`config.mk`:
```
export PLATFORM = sky130hd
export DESIGN_NAME = axi_lite_rr_arbiter
export DESIGN_NICKNAME = d
export VERILOG_FILES = /design/src/rtl/axi_lite_rr_arbiter.sv
export SDC_FILE = /design/constraint.sdc
export NUM_CORES = 1
export LEC_CHECK = 0
export CORE_AREA = 3 3 171 173
export DETAILED_ROUTE_END_ITERATION = 16
export DIE_AREA = 0 0 174 176
export GPL_TIMING_DRIVEN = 0
export PLACE_DENSITY = 0.53
export SYNTH_ARGS = -nofsm -noshare
export SYNTH_HDL_FRONTEND = slang
export SYNTH_SLANG_ARGS = --single-unit
```
`constraint.sdc`:
```
create_clock -name CLK -period 4.56 [get_ports CLK]
set_input_delay 0.456 -clock CLK [delete_from_list [all_inputs] [get_ports CLK]]
set_output_delay 0.456 -clock CLK [all_outputs]
set_load 0.05 [all_outputs]
```
`src/rtl/axi_lite_rr_arbiter.sv`:
```
// Purpose : N-master to 1-slave AXI-Lite arbiter with round-robin fairness. The grant is
//           held for one complete read (AR+R) or write (AW+W+B) transaction.
// Latency : 1 cycle from a request sampled in IDLE to its forwarding. After that every
//           handshake passes combinationally. One idle bubble follows each transaction.
// Backpressure: READY/VALID are wired straight between the granted master and the slave,
//           so either side may stall indefinitely. Non-granted masters see all READY/VALID
//           outputs and all data outputs held at 0.
// Ports   : CLK/RESETN (sync, active-low); M_* flattened master buses (master i at
//           [i*W +: W]); S_* single slave port; GRANT one-hot owner, 0 while IDLE.
module axi_lite_rr_arbiter #(
  parameter int NUM_M = 2,
  parameter int AW    = 32,
  parameter int DW    = 32
) (
  input  logic                   CLK,
  input  logic                   RESETN,
  // master side
  input  logic [NUM_M-1:0]       M_AWVALID,
  output logic [NUM_M-1:0]       M_AWREADY,
  input  logic [NUM_M*AW-1:0]    M_AWADDR,
  input  logic [NUM_M-1:0]       M_WVALID,
  output logic [NUM_M-1:0]       M_WREADY,
  input  logic [NUM_M*DW-1:0]    M_WDATA,
  input  logic [NUM_M*DW/8-1:0]  M_WSTRB,
  output logic [NUM_M-1:0]       M_BVALID,
  input  logic [NUM_M-1:0]       M_BREADY,
  output logic [NUM_M*2-1:0]     M_BRESP,
  input  logic [NUM_M-1:0]       M_ARVALID,
  output logic [NUM_M-1:0]       M_ARREADY,
  input  logic [NUM_M*AW-1:0]    M_ARADDR,
  output logic [NUM_M-1:0]       M_RVALID,
  input  logic [NUM_M-1:0]       M_RREADY,
  output logic [NUM_M*DW-1:0]    M_RDATA,
  output logic [NUM_M*2-1:0]     M_RRESP,
  // slave side
  output logic                   S_AWVALID,
  input  logic                   S_AWREADY,
  output logic [AW-1:0]          S_AWADDR,
  output logic                   S_WVALID,
  input  logic                   S_WREADY,
  output logic [DW-1:0]          S_WDATA,
  output logic [DW/8-1:0]        S_WSTRB,
  input  logic                   S_BVALID,
  output logic                   S_BREADY,
  input  logic [1:0]             S_BRESP,
  output logic                   S_ARVALID,
  input  logic                   S_ARREADY,
  output logic [AW-1:0]          S_ARADDR,
  input  logic                   S_RVALID,
  output logic                   S_RREADY,
  input  logic [DW-1:0]          S_RDATA,
  input  logic [1:0]             S_RRESP,
  // debug
  output logic [NUM_M-1:0]       GRANT
);

  localparam int IW = (NUM_M > 1) ? $clog2(NUM_M) : 1;

  typedef enum logic [2:0] {
    IDLE    = 3'd0,
    RD_ADDR = 3'd1,
    RD_DATA = 3'd2,
    WR_ADDR = 3'd3,
    WR_RESP = 3'd4
  } state_t;

  state_t          state, state_nxt;
  logic [IW-1:0]   gnt_idx, gnt_idx_nxt;
  logic [IW-1:0]   rr_ptr, rr_ptr_nxt;
  logic [IW-1:0]   gnt_inc;
  logic            aw_done, aw_done_nxt;
  logic            w_done, w_done_nxt;

  logic [NUM_M-1:0] req;
  logic             pick_vld;
  logic [IW-1:0]    pick_idx;
  logic [IW:0]      cand;

  assign req     = M_ARVALID | M_AWVALID;
  assign gnt_inc = (gnt_idx == IW'(NUM_M - 1)) ? '0 : gnt_idx + 1'b1;
  assign GRANT   = (state == IDLE) ? '0 : ({{(NUM_M-1){1'b0}}, 1'b1} << gnt_idx);

  // First requester at or after rr_ptr; the candidate index wraps modulo NUM_M,
  // which need not be a power of two.
  always_comb begin
    pick_vld = 1'b0;
    pick_idx = '0;
    cand     = '0;
    for (int k = 0; k < NUM_M; k++) begin
      cand = {1'b0, rr_ptr} + (IW+1)'(k);
      if (cand >= (IW+1)'(NUM_M)) begin
        cand = cand - (IW+1)'(NUM_M);
      end
      if (!pick_vld && req[cand[IW-1:0]]) begin
        pick_vld = 1'b1;
        pick_idx = cand[IW-1:0];
      end
    end
  end

  always_ff @(posedge CLK) begin
    if (!RESETN) begin
      state   <= IDLE;
      gnt_idx <= '0;
      rr_ptr  <= '0;
      aw_done <= 1'b0;
      w_done  <= 1'b0;
    end else begin
      state   <= state_nxt;
      gnt_idx <= gnt_idx_nxt;
      rr_ptr  <= rr_ptr_nxt;
      aw_done <= aw_done_nxt;
      w_done  <= w_done_nxt;
    end
  end

  always_comb begin
    state_nxt   = state;
    gnt_idx_nxt = gnt_idx;
    rr_ptr_nxt  = rr_ptr;
    aw_done_nxt = aw_done;
    w_done_nxt  = w_done;

    M_AWREADY = '0;
    M_WREADY  = '0;
    M_BVALID  = '0;
    M_BRESP   = '0;
    M_ARREADY = '0;
    M_RVALID  = '0;
    M_RDATA   = '0;
    M_RRESP   = '0;
    S_AWVALID = 1'b0;
    S_AWADDR  = '0;
    S_WVALID  = 1'b0;
    S_WDATA   = '0;
    S_WSTRB   = '0;
    S_BREADY  = 1'b0;
    S_ARVALID = 1'b0;
    S_ARADDR  = '0;
    S_RREADY  = 1'b0;

    // Request-side payload follows the owner for the whole transaction.
    if (state != IDLE) begin
      S_ARADDR = M_ARADDR[gnt_idx*AW +: AW];
      S_AWADDR = M_AWADDR[gnt_idx*AW +: AW];
      S_WDATA  = M_WDATA[gnt_idx*DW +: DW];
      S_WSTRB  = M_WSTRB[gnt_idx*(DW/8) +: DW/8];
    end

    case (state)
      IDLE: begin
        if (pick_vld) begin
          gnt_idx_nxt = pick_idx;
          // A master with both AR and AW pending is served read-first.
          state_nxt   = M_ARVALID[pick_idx] ? RD_ADDR : WR_ADDR;
        end
      end

      RD_ADDR: begin
        S_ARVALID          = M_ARVALID[gnt_idx];
        M_ARREADY[gnt_idx] = S_ARREADY;
        if (S_ARVALID && S_ARREADY) begin
          state_nxt = RD_DATA;
        end
      end

      RD_DATA: begin
        S_RREADY                  = M_RREADY[gnt_idx];
        M_RVALID[gnt_idx]         = S_RVALID;
        M_RDATA[gnt_idx*DW +: DW] = S_RDATA;
        M_RRESP[gnt_idx*2 +: 2]   = S_RRESP;
        if (S_RVALID && S_RREADY) begin
          state_nxt  = IDLE;
          rr_ptr_nxt = gnt_inc;
        end
      end

      WR_ADDR: begin
        // AW and W complete independently; a finished channel stops
        // presenting to the slave so its beat is never repeated.
        S_AWVALID          = M_AWVALID[gnt_idx] & ~aw_done;
        M_AWREADY[gnt_idx] = S_AWREADY & ~aw_done;
        S_WVALID           = M_WVALID[gnt_idx] & ~w_done;
        M_WREADY[gnt_idx]  = S_WREADY & ~w_done;
        if (S_AWVALID && S_AWREADY) begin
          aw_done_nxt = 1'b1;
        end
        if (S_WVALID && S_WREADY) begin
          w_done_nxt = 1'b1;
        end
        if (aw_done_nxt && w_done_nxt) begin
          state_nxt = WR_RESP;
        end
      end

      WR_RESP: begin
        S_BREADY                = M_BREADY[gnt_idx];
        M_BVALID[gnt_idx]       = S_BVALID;
        M_BRESP[gnt_idx*2 +: 2] = S_BRESP;
        if (S_BVALID && S_BREADY) begin
          state_nxt   = IDLE;
          rr_ptr_nxt  = gnt_inc;
          aw_done_nxt = 1'b0;
          w_done_nxt  = 1'b0;
        end
      end

      default: begin
        state_nxt = IDLE;
      end
    endcase
  end

endmodule
```
==> flow_summary.ini <==
[floorplan]
rows = 61
die_w_um = 174
chipHeight_um = 176
start_util_pct = 9.26
ios = 442
die_area_um2 = 30600
core_area_um2 = 27800

[critical_path]
worstSetupPathType = reg2out
arrival_ps = 3250
path_max_fanout = 10
cp-end-kind = output port
startpoint_type = flip-flop
critPathRequiredTime_ps = 4100

[clocking]
cts-root-buf = clkbuf_16
ctsHtreeMaxLevel = 1
cts_max_path_buffers = 2
postCtsSetupBuffers = 0
cts_inserted_buffers = 3
clk_pin_slew_ps = 40
clk-insertion-delay-late_ps = 230
cts_tree = yes
hold_buffers = 0
cts_resized = 0
cts.sinks = 7

[timing]
setup_slack_ps = 855
fmax_ghz = 0.270
finalCriticalPeriod_ps = 3710
slew_violations = 0
slew_headroom_pct = 35.5
finClkSkew_ps = 1.98
setup_viol_count_final = 0
fin_crit_sh_pct = 81.3
worst_slew_pin_slew_ps = 967
rsz0062_at_grt = false
finalSetupTns_ps = 0
hold_viol_final = 0

[final_layout]
drive_gt1_share_pct = 3.49
num-fill-cells = 3085
nets = 1086
layoutNonFillerInstCount = 1211
multi_input_area_um2 = 2250
layout_commonest_cell = clkdlybuf4s50_1
area_delta_synth_final_pct = 193
final_cell_mix = clkdlybuf4s50_1 (441), nor2_1 (113), mux2i_1 (105)
regArea_um2 = 140

[grt]
antenna_found_initial = 0
top_usage_layer = met2
gr-usage-met1_pct = 13.8
globalRouteOverflowTotal = 0
grt_pass1_vias = 4408
grt_pass1_wl_mm = 26.5
grt_util_met2_pct = 19.7
gr-usage-met3_pct = 2.62
grtUsageTotal_pct = 11.0
grt_max_degree = 11

[placement]
dp_hpwl_mm = 16.3
io_buffer_count = 441
place_inst = 1206
place_ws_ps = 923
gp_congestion = 0.818

[flow_run]
max_cap_violations = 0

[hold_path]
hold_path_class = reg2reg

[route]
via_per_inst = 3.61
drt-initial-drc-count = 113
wl_per_cell_um = 15.4
ant_nets = 0
dr.pass1.iters = 4
wl_mm = 18.6
remaining_drc_errors = 0
vias = 4370

[run_status]
status = complete, no violations

[logic_synthesis]
ys_seq_area_share_pct = 5.45
yosysWarnings = 0
synth_area_um2 = 2570
syn_inst = 387
synth-seq-cells = 7
synth.distinct_cells = 34
syn-num-nets = 640
synth_area_per_cell_um2 = 6.65

[power]
p_total_uw = 3900
power_density_nw_per_um2 = 517
ir_worst_vdd_mv = 0.301
leakagePower_uw = 0.00265
==> metal layers <==
metal	vias up	part of all wire, %
li1	2201	-
met1	1927	41
met2	232	49
met3	10	8.7
met4	0	0.72
met5	-	0
==> critical path: stages, from the launching register on <==
cell and delay (ps):
dfxtp_1 300, buf_6 120, nor3_1 710, clkbuf_1 680, buf_2 380, nor2_1 70, clkdlybuf4s50_1 730
==> stage by stage <==
stage / hold slack [ps] / area, um2 / util [%]
after floorplan: 453 / 2570 / -
after global placement: 484 / 7460 / 26.9
after detailed placement: 490 / 7460 / 26.9
after CTS: 497 / 7540 / 27.1
after global routing: 510 / 7540 / 27.1
final: 491 / 7540 / 27.1
==> sequential cells by signal, indices dropped and copies added, names as in the netlist <==
signal	cells
state	3
aw_done	1
gnt_idx	1
rr_ptr	1
w_done	1
==> path summary, 6_finish.rpt <==
| path | depth (start not counted) | slack, ps | to | start |
|---|---|---|---|---|
| worst max register to register | 5 | 2290 | gnt_idx | gnt_idx |
| worst min-delay path | 2 | 490 | rr_ptr | rr_ptr |
| worst max-delay path | 6 | 850 | S_WSTRB[2] | state[0] |
| worst min register to register | 2 | 490 | rr_ptr | rr_ptr |
==> synthesized netlist by cell type (all sizes together) <==
library cell  number  area share [%]
nor2             113              16
mux2i            105              41
and2              68              17
buf               21             4.4
clkbuf            12             1.8
nor3               9             1.8
dfxtp              7             5.4
nand2              7             1.0
inv                6            0.88
a21oi              5            0.97
nor4               5             1.2
and3               4            0.97
o21ai              3            0.58
o21ba              3             1.4
or3b               3             1.0
a21boi             2            0.58
nor3b              2            0.58
o21bai             2            0.58
a211oi             1            0.29
a21o               1            0.29
a31oi              1            0.24
a41o               1            0.39
and4b              1            0.53
clkinv             1            0.15
nand3              1            0.19
nand3b             1            0.29
o211ai             1            0.29
o21a               1            0.29
==> where the power goes <==
group	switching [uW]	internal, uW
sequential	5.22	73.7
combinational	2430	1240
clock	35.1	116
total	2470	1430
==> cells by family (layout without fill, tap and decap cells) <==
| group | after synthesis | in the layout | synth area share, % |
|---|---|---|---|
| multiplexers | 105 | 105 | 40.9 |
| flip-flops | 7 | 7 | 5.45 |
| AND/OR/NAND/NOR | 214 | 214 | 40.6 |
| AO/OA/AOI/OAI | 21 | 21 | 5.93 |
| buffers and inverters | 40 | 485 | 7.15 |
| other | 0 | 1 | 0 |
==> area by class of cell <==
type	instances	area share, %
buffer	33	2.09
sequential	7	1.86
inverter	7	0.348
antenna	1	0.0332
clock buffer	4	1.05
multi-input combinational	340	29.8
timing repair buffer	441	58.5
tap	378	6.27
No activity file was read; power rests on OpenSTA's default activity.
